<file path="src/rtl/bht_port_arbiter.sv">
// BHT port arbiter: shares the single-port BHT SRAM between fetch lookups,
// queued read-modify-write counter updates and table initialisation.
module bht_port_arbiter #(
    parameter int TABLE_WIDTH  = 3,
    parameter int QUEUE_DEPTH  = 4,
    parameter int STARVE_LIMIT = 4
) (
    input  logic                   clk,
    input  logic                   rst,
    input  logic                   init_req,
    output logic                   init_done,
    input  logic                   lk_valid,
    input  logic [TABLE_WIDTH-1:0] lk_idx,
    output logic                   lk_ready,
    output logic                   pred_valid,
    output logic                   pred_taken,
    input  logic                   upd_valid,
    input  logic [TABLE_WIDTH-1:0] upd_idx,
    input  logic                   upd_taken,
    output logic                   upd_ready,
    output logic                   mem_en,
    output logic                   mem_we,
    output logic [TABLE_WIDTH-1:0] mem_addr,
    output logic [1:0]             mem_wdata,
    input  logic [1:0]             mem_rdata
);

    localparam int ENTRIES  = 1 << TABLE_WIDTH;
    localparam int PTR_W    = $clog2(QUEUE_DEPTH);
    localparam int STARVE_W = $clog2(STARVE_LIMIT + 1);

    typedef enum logic [1:0] {ST_INIT, ST_IDLE, ST_RD, ST_WR} state_t;

    state_t                 state_q, state_d;
    logic [TABLE_WIDTH-1:0] init_cnt_q, init_cnt_d;
    logic [STARVE_W-1:0]    starve_q, starve_d;
    logic [1:0]             hold_q, hold_d;
    logic                   pred_valid_q, pred_valid_d;
    logic                   fwd_q, fwd_d;
    logic                   fwd_bit_q, fwd_bit_d;
    logic [PTR_W:0]         wr_ptr_q, wr_ptr_d;
    logic [PTR_W:0]         rd_ptr_q, rd_ptr_d;
    logic [TABLE_WIDTH:0]   fifo_q [QUEUE_DEPTH];
    logic [TABLE_WIDTH:0]   fifo_d [QUEUE_DEPTH];

    logic                   empty, full, push, pop;
    logic [TABLE_WIDTH:0]   head;
    logic [TABLE_WIDTH-1:0] head_idx;
    logic                   head_taken;
    logic                   rmw_active, force_wr, lk_accept;
    logic [1:0]             rmw_new;
    logic                   mem_en_c, mem_we_c;
    logic [TABLE_WIDTH-1:0] mem_addr_c;
    logic [1:0]             mem_wdata_c;

    function automatic logic [1:0] sat_update(input logic [1:0] cnt, input logic taken);
        if (taken) begin
            return (cnt == 2'b11) ? cnt : cnt + 2'b01;
        end
        return (cnt == 2'b00) ? cnt : cnt - 2'b01;
    endfunction

    assign empty      = (wr_ptr_q == rd_ptr_q);
    assign full       = (wr_ptr_q[PTR_W] != rd_ptr_q[PTR_W]) &&
                        (wr_ptr_q[PTR_W-1:0] == rd_ptr_q[PTR_W-1:0]);
    assign head       = fifo_q[rd_ptr_q[PTR_W-1:0]];
    assign head_idx   = head[TABLE_WIDTH:1];
    assign head_taken = head[0];

    assign rmw_active = (state_q == ST_RD) || (state_q == ST_WR);
    assign force_wr   = (state_q == ST_WR) && (starve_q == STARVE_W'(STARVE_LIMIT));
    assign init_done  = (state_q != ST_INIT);
    assign lk_ready   = init_done && !force_wr;
    assign lk_accept  = lk_valid && lk_ready;
    assign upd_ready  = init_done && !full;
    assign push       = upd_valid && upd_ready;

    // In RD the read data belongs to the RMW; in WR the computed value was parked in hold_q.
    assign rmw_new    = (state_q == ST_RD) ? sat_update(mem_rdata, head_taken) : hold_q;

    assign pred_valid = pred_valid_q;
    assign pred_taken = pred_valid_q && (fwd_q ? fwd_bit_q : mem_rdata[1]);

    assign mem_en     = mem_en_c && !rst;
    assign mem_we     = mem_we_c && !rst;
    assign mem_addr   = mem_addr_c;
    assign mem_wdata  = mem_wdata_c;

    always_comb begin
        state_d      = state_q;
        init_cnt_d   = init_cnt_q;
        starve_d     = starve_q;
        hold_d       = hold_q;
        pred_valid_d = 1'b0;
        fwd_d        = 1'b0;
        fwd_bit_d    = 1'b0;
        pop          = 1'b0;
        mem_en_c     = 1'b0;
        mem_we_c     = 1'b0;
        mem_addr_c   = '0;
        mem_wdata_c  = 2'b00;

        if (lk_accept) begin
            mem_en_c     = 1'b1;
            mem_addr_c   = lk_idx;
            pred_valid_d = !init_req;
            fwd_d        = rmw_active && (lk_idx == head_idx);
            fwd_bit_d    = rmw_new[1];
        end

        case (state_q)
            ST_INIT: begin
                mem_en_c    = 1'b1;
                mem_we_c    = 1'b1;
                mem_addr_c  = init_cnt_q;
                mem_wdata_c = 2'b01;
                init_cnt_d  = init_cnt_q + TABLE_WIDTH'(1);
                if (init_cnt_q == TABLE_WIDTH'(ENTRIES - 1)) begin
                    state_d = ST_IDLE;
                end
            end
            ST_IDLE: begin
                if (!lk_accept && !empty) begin
                    mem_en_c   = 1'b1;
                    mem_addr_c = head_idx;
                    state_d    = ST_RD;
                end
            end
            ST_RD, ST_WR: begin
                if (lk_accept) begin
                    hold_d  = rmw_new;
                    state_d = ST_WR;
                    if (state_q == ST_WR) begin
                        starve_d = starve_q + STARVE_W'(1);
                    end
                end else begin
                    mem_en_c    = 1'b1;
                    mem_we_c    = 1'b1;
                    mem_addr_c  = head_idx;
                    mem_wdata_c = rmw_new;
                    pop         = 1'b1;
                    starve_d    = '0;
                    state_d     = ST_IDLE;
                end
            end
            default: state_d = ST_INIT;
        endcase

        // Re-init drops any RMW port use this cycle; an accepted lookup still reads but is never reported.
        if (init_req) begin
            state_d    = ST_INIT;
            init_cnt_d = '0;
            starve_d   = '0;
            pop        = 1'b0;
            if (!lk_accept) begin
                mem_en_c    = 1'b0;
                mem_we_c    = 1'b0;
                mem_addr_c  = '0;
                mem_wdata_c = 2'b00;
            end
        end
    end

    always_comb begin
        fifo_d   = fifo_q;
        wr_ptr_d = wr_ptr_q;
        rd_ptr_d = rd_ptr_q;
        if (push) begin
            fifo_d[wr_ptr_q[PTR_W-1:0]] = {upd_idx, upd_taken};
            wr_ptr_d = wr_ptr_q + (PTR_W+1)'(1);
        end
        if (pop) begin
            rd_ptr_d = rd_ptr_q + (PTR_W+1)'(1);
        end
        if (init_req) begin
            wr_ptr_d = '0;
            rd_ptr_d = '0;
        end
    end

    always_ff @(posedge clk or posedge rst) begin
        if (rst) begin
            state_q      <= ST_INIT;
            init_cnt_q   <= '0;
            starve_q     <= '0;
            hold_q       <= 2'b00;
            pred_valid_q <= 1'b0;
            fwd_q        <= 1'b0;
            fwd_bit_q    <= 1'b0;
            wr_ptr_q     <= '0;
            rd_ptr_q     <= '0;
            fifo_q       <= '{default: '0};
        end else begin
            state_q      <= state_d;
            init_cnt_q   <= init_cnt_d;
            starve_q     <= starve_d;
            hold_q       <= hold_d;
            pred_valid_q <= pred_valid_d;
            fwd_q        <= fwd_d;
            fwd_bit_q    <= fwd_bit_d;
            wr_ptr_q     <= wr_ptr_d;
            rd_ptr_q     <= rd_ptr_d;
            fifo_q       <= fifo_d;
        end
    end

endmodule

</file>
<file path="config.mk">
export PLATFORM = sky130hd
export DESIGN_NAME = bht_port_arbiter
export DESIGN_NICKNAME = d
export VERILOG_FILES = /design/src/rtl/bht_port_arbiter.sv
export SDC_FILE = /design/constraint.sdc
export NUM_CORES = 1
export LEC_CHECK = 0
export ABC_AREA = 1
export CAP_MARGIN = 20
export CORE_AREA = 8 8 70 72
export DETAILED_ROUTE_END_ITERATION = 8
export DIE_AREA = 0 0 78 80
export PLACE_DENSITY = 0.84
export SLEW_MARGIN = 30
export SYNTH_ARGS = -nofsm -noshare
export SYNTH_HDL_FRONTEND = slang
export SYNTH_SLANG_ARGS = --single-unit
</file>
<file path="constraint.sdc">
create_clock -name clk -period 1.9 [get_ports clk]
set_input_delay 0.19 -clock clk [delete_from_list [all_inputs] [get_ports clk]]
set_output_delay 0.19 -clock clk [all_outputs]
set_load 0.01 [all_outputs]
</file>
==> flow_summary.json <==
{
  "hp-class": "in -> async",
  "num-fill-cells": 293,
  "setup_viol_count_final": 0,
  "clk_path_buf_depth": 2,
  "drtIter0Drc": 95,
  "dieArea_um2": 6240,
  "rows": 23,
  "dp_hpwl_um": 3710,
  "maxCapViolCount": 0,
  "slew_violations": 0,
  "leakagePower_nw": 1.38,
  "yosysSeqAreaShare": 0.433,
  "die_w_um": 78,
  "cts_sinks": 35,
  "grt_first_pass_wirelength_um": 8420,
  "via_per_inst": 5.22,
  "grt_usage": 0.168,
  "cts_root_buf": "clkbuf_8",
  "power_density_nw_per_um2": 620,
  "multi_input_area_um2": 1070,
  "holdWs_ps": 379,
  "rsz0062_at_grt": "yes",
  "grt_pass1_vias": 1892,
  "die_h_um": 80,
  "insertion_delay_ps": 290,
  "synthFlopType": "dfrtp_1",
  "cp_data_required_time_ps": 1710,
  "fin_crit_ps": 1830,
  "syn-cell-area_um2": 2020,
  "drc": 0,
  "final_area_um2": 2730,
  "yosys-top-cells-area": "dfrtp_1, nand2_1, o21ai_0, ha_1, inv_1",
  "cts_hold_buf": 0,
  "yosysUniqueCellTypes": 28,
  "synth_top_cell_by_area": "dfrtp_1",
  "synth_seq_cells": 35,
  "dr.pass1.iters": 4,
  "avgRoutedWirePerCell_um": 13.7,
  "start_kind": "flop",
  "nNetsFinal": 346,
  "cts_made_buffers": 5,
  "synth.top_cell.area_share": 0.433,
  "initial_core_util": 0.525,
  "worst-path-max-fanout": 7,
  "antenna_found_initial": 0,
  "yosys_warnings": 0,
  "crit_type": "reg -> out",
  "numPortBuffers": 25,
  "overflow": 0,
  "grt_max_degree": 36,
  "crit_path_end_kind": "output pin",
  "area_growth_pct": 35.0,
  "synth_edf_count": 0,
  "diodes": 0,
  "arrival_ps": 1640,
  "h-tree-depth": 2,
  "synthesis.nets": 279,
  "tightest_slew_ps": 433,
  "drt-total-wl_um": 5100,
  "period_share": 0.965,
  "max_freq_mhz": 546,
  "synth_top_cells_by_count": "nand2_1, dfrtp_1, o21ai_0",
  "drive_above_1_share": 0.279,
  "seqCellArea_um2": 878,
  "relSlewSlack": 0.711,
  "ant_nets": 0,
  "num_vias": 1948,
  "avgSynthCellArea_um2": 7.91,
  "clk_pin_slew_ps": 70,
  "outcome": "finished, final reports clean",
  "cts_tree": "done",
  "synth_cells": 256,
  "num_io_pins": 26,
  "postPlaceCellArea_um2": 2570,
  "synth.most_common_cell": "nand2_1",
  "design.core.area_um2": 3860,
  "ir_drop_mv": 0.514,
  "hold_violations": 0,
  "globalplace.congestion": 0.843,
  "fin_skew_ps": 6.52,
  "ys_async_sr_fraction": 1.00
}
==> layer usage <==
metal / up-vias / global-route usage / part of all wire
li1: 976 / - / -
met1: 924 / 0.195 / 0.43
met2: 39 / 0.297 / 0.52
met3: 9 / 0.0417 / 0.038
met4: 0 / 0.0519 / 0.013
met5: - / 0 / 0
==> cells in the final DEF (no fill, tap or decap), types with 2 or more instances in the layout <==
cell type	netlist	layout
clkdlybuf4s50_1	0	16
clkinv_2	1	2
a21oi_1	12	9
buf_2	0	4
nor2_2	1	2
xor2_1	3	3
clkbuf_8	0	6
buf_4	2	36
inv_1	23	20
dfrtp_2	0	2
buf_6	1	3
a21oi_2	0	3
nand3_4	2	2
a31oi_1	4	3
nand4_1	4	4
a31oi_4	1	2
dfrtp_1	35	33
nand4_2	3	3
inv_2	4	6
nand3_2	1	2
o21ai_0	29	28
nand2_2	3	7
dlygate4sd2_1	0	2
clkbuf_2	0	3
inv_4	1	2
nand3_1	15	14
nor2_1	23	22
nand2_1	69	65
o21ai_1	4	4
ha_1	9	8
==> per-stage QoR <==
step | TNS, ps | setup WS, ps | instances | util | power (mW)
final | 0 | 66.9 | 373 | 0.709 | 1.69
after global routing | -147 | -72.4 | 373 | 0.709 | 1.79
after CTS | -27.2 | -19.7 | 370 | 0.695 | 1.68
after detailed placement | -258 | -112 | 362 | 0.666 | 1.14
after global placement | -168 | -81.0 | 362 | 0.666 | 1.13
after floorplan | 0 | 369 | 256 | - | 1.00
==> worst max-delay path, cell delays in order, from the launching register on <==
cell and delay (ps):
dfrtp_2 450, inv_4 100, nand2_1 60, nand3_1 60, nand2_1 80, nand2_1 60, nand2_1 70, nand2_2 90
nand2_1 80, a21oi_2 140, buf_2 150
==> worst paths after layout <==
check	startpoint	endpoint	slack [ps]	cells after the start
min reg2reg	fifo_q[14]	fifo_q[14]	490	2
max in group asynchronous	rst	rd_ptr_q[0]	1180	3
max reg2reg	rd_ptr_q[0]	fifo_q[11]	220	9
min in group clk	fifo_q[14]	fifo_q[14]	490	2
max	rd_ptr_q[0]	mem_wdata[0]	70	10
min	rst	starve_q[2]	380	3
==> power by group <==
| part | internal (mW) | switching [mW] | leakage, nW |
|---|---|---|---|
| sequential | 0.790 | 0.0313 | 0.474 |
| combinational | 0.155 | 0.177 | 0.864 |
| clock | 0.284 | 0.256 | 0.0470 |
| total | 1.23 | 0.465 | 1.38 |
==> area by class of cell <==
cell class | count | area share
Multi-Input combinational cell | 188 | 0.393
Sequential cell | 35 | 0.321
Timing Repair Buffer | 64 | 0.189
Inverter | 29 | 0.0421
Clock buffer | 6 | 0.0302
Tap cell | 50 | 0.0229
Clock inverter | 1 | 0.00183
==> cells by family after synthesis <==
kind of cell               after synthesis  share of synthesized area
DFF                                     35                      0.433
adders and majority gates                9                     0.0556
AOI/OAI and AO/OA                       51                      0.138
xor gates and xnor gates                 5                     0.0216
buffers and inverters                   33                     0.0704
and+or+nand+nor                        123                      0.282
==> state kept, by name, indices dropped and copies added, names as in the netlist, 2 cells and up <==
register    count
state_q         2
hold_q          2
wr_ptr_q        3
starve_q        3
fifo_q         16
rd_ptr_q        3
init_cnt_q      3
==> what timing repair did <==
action | CTS | global route
pin swaps | 1 | 6
setup buffers | 1 | 3
gates resized for setup | 29 | 24
setup endpoints to repair | 9 | 8
No activity file was read; power rests on OpenSTA's default activity.
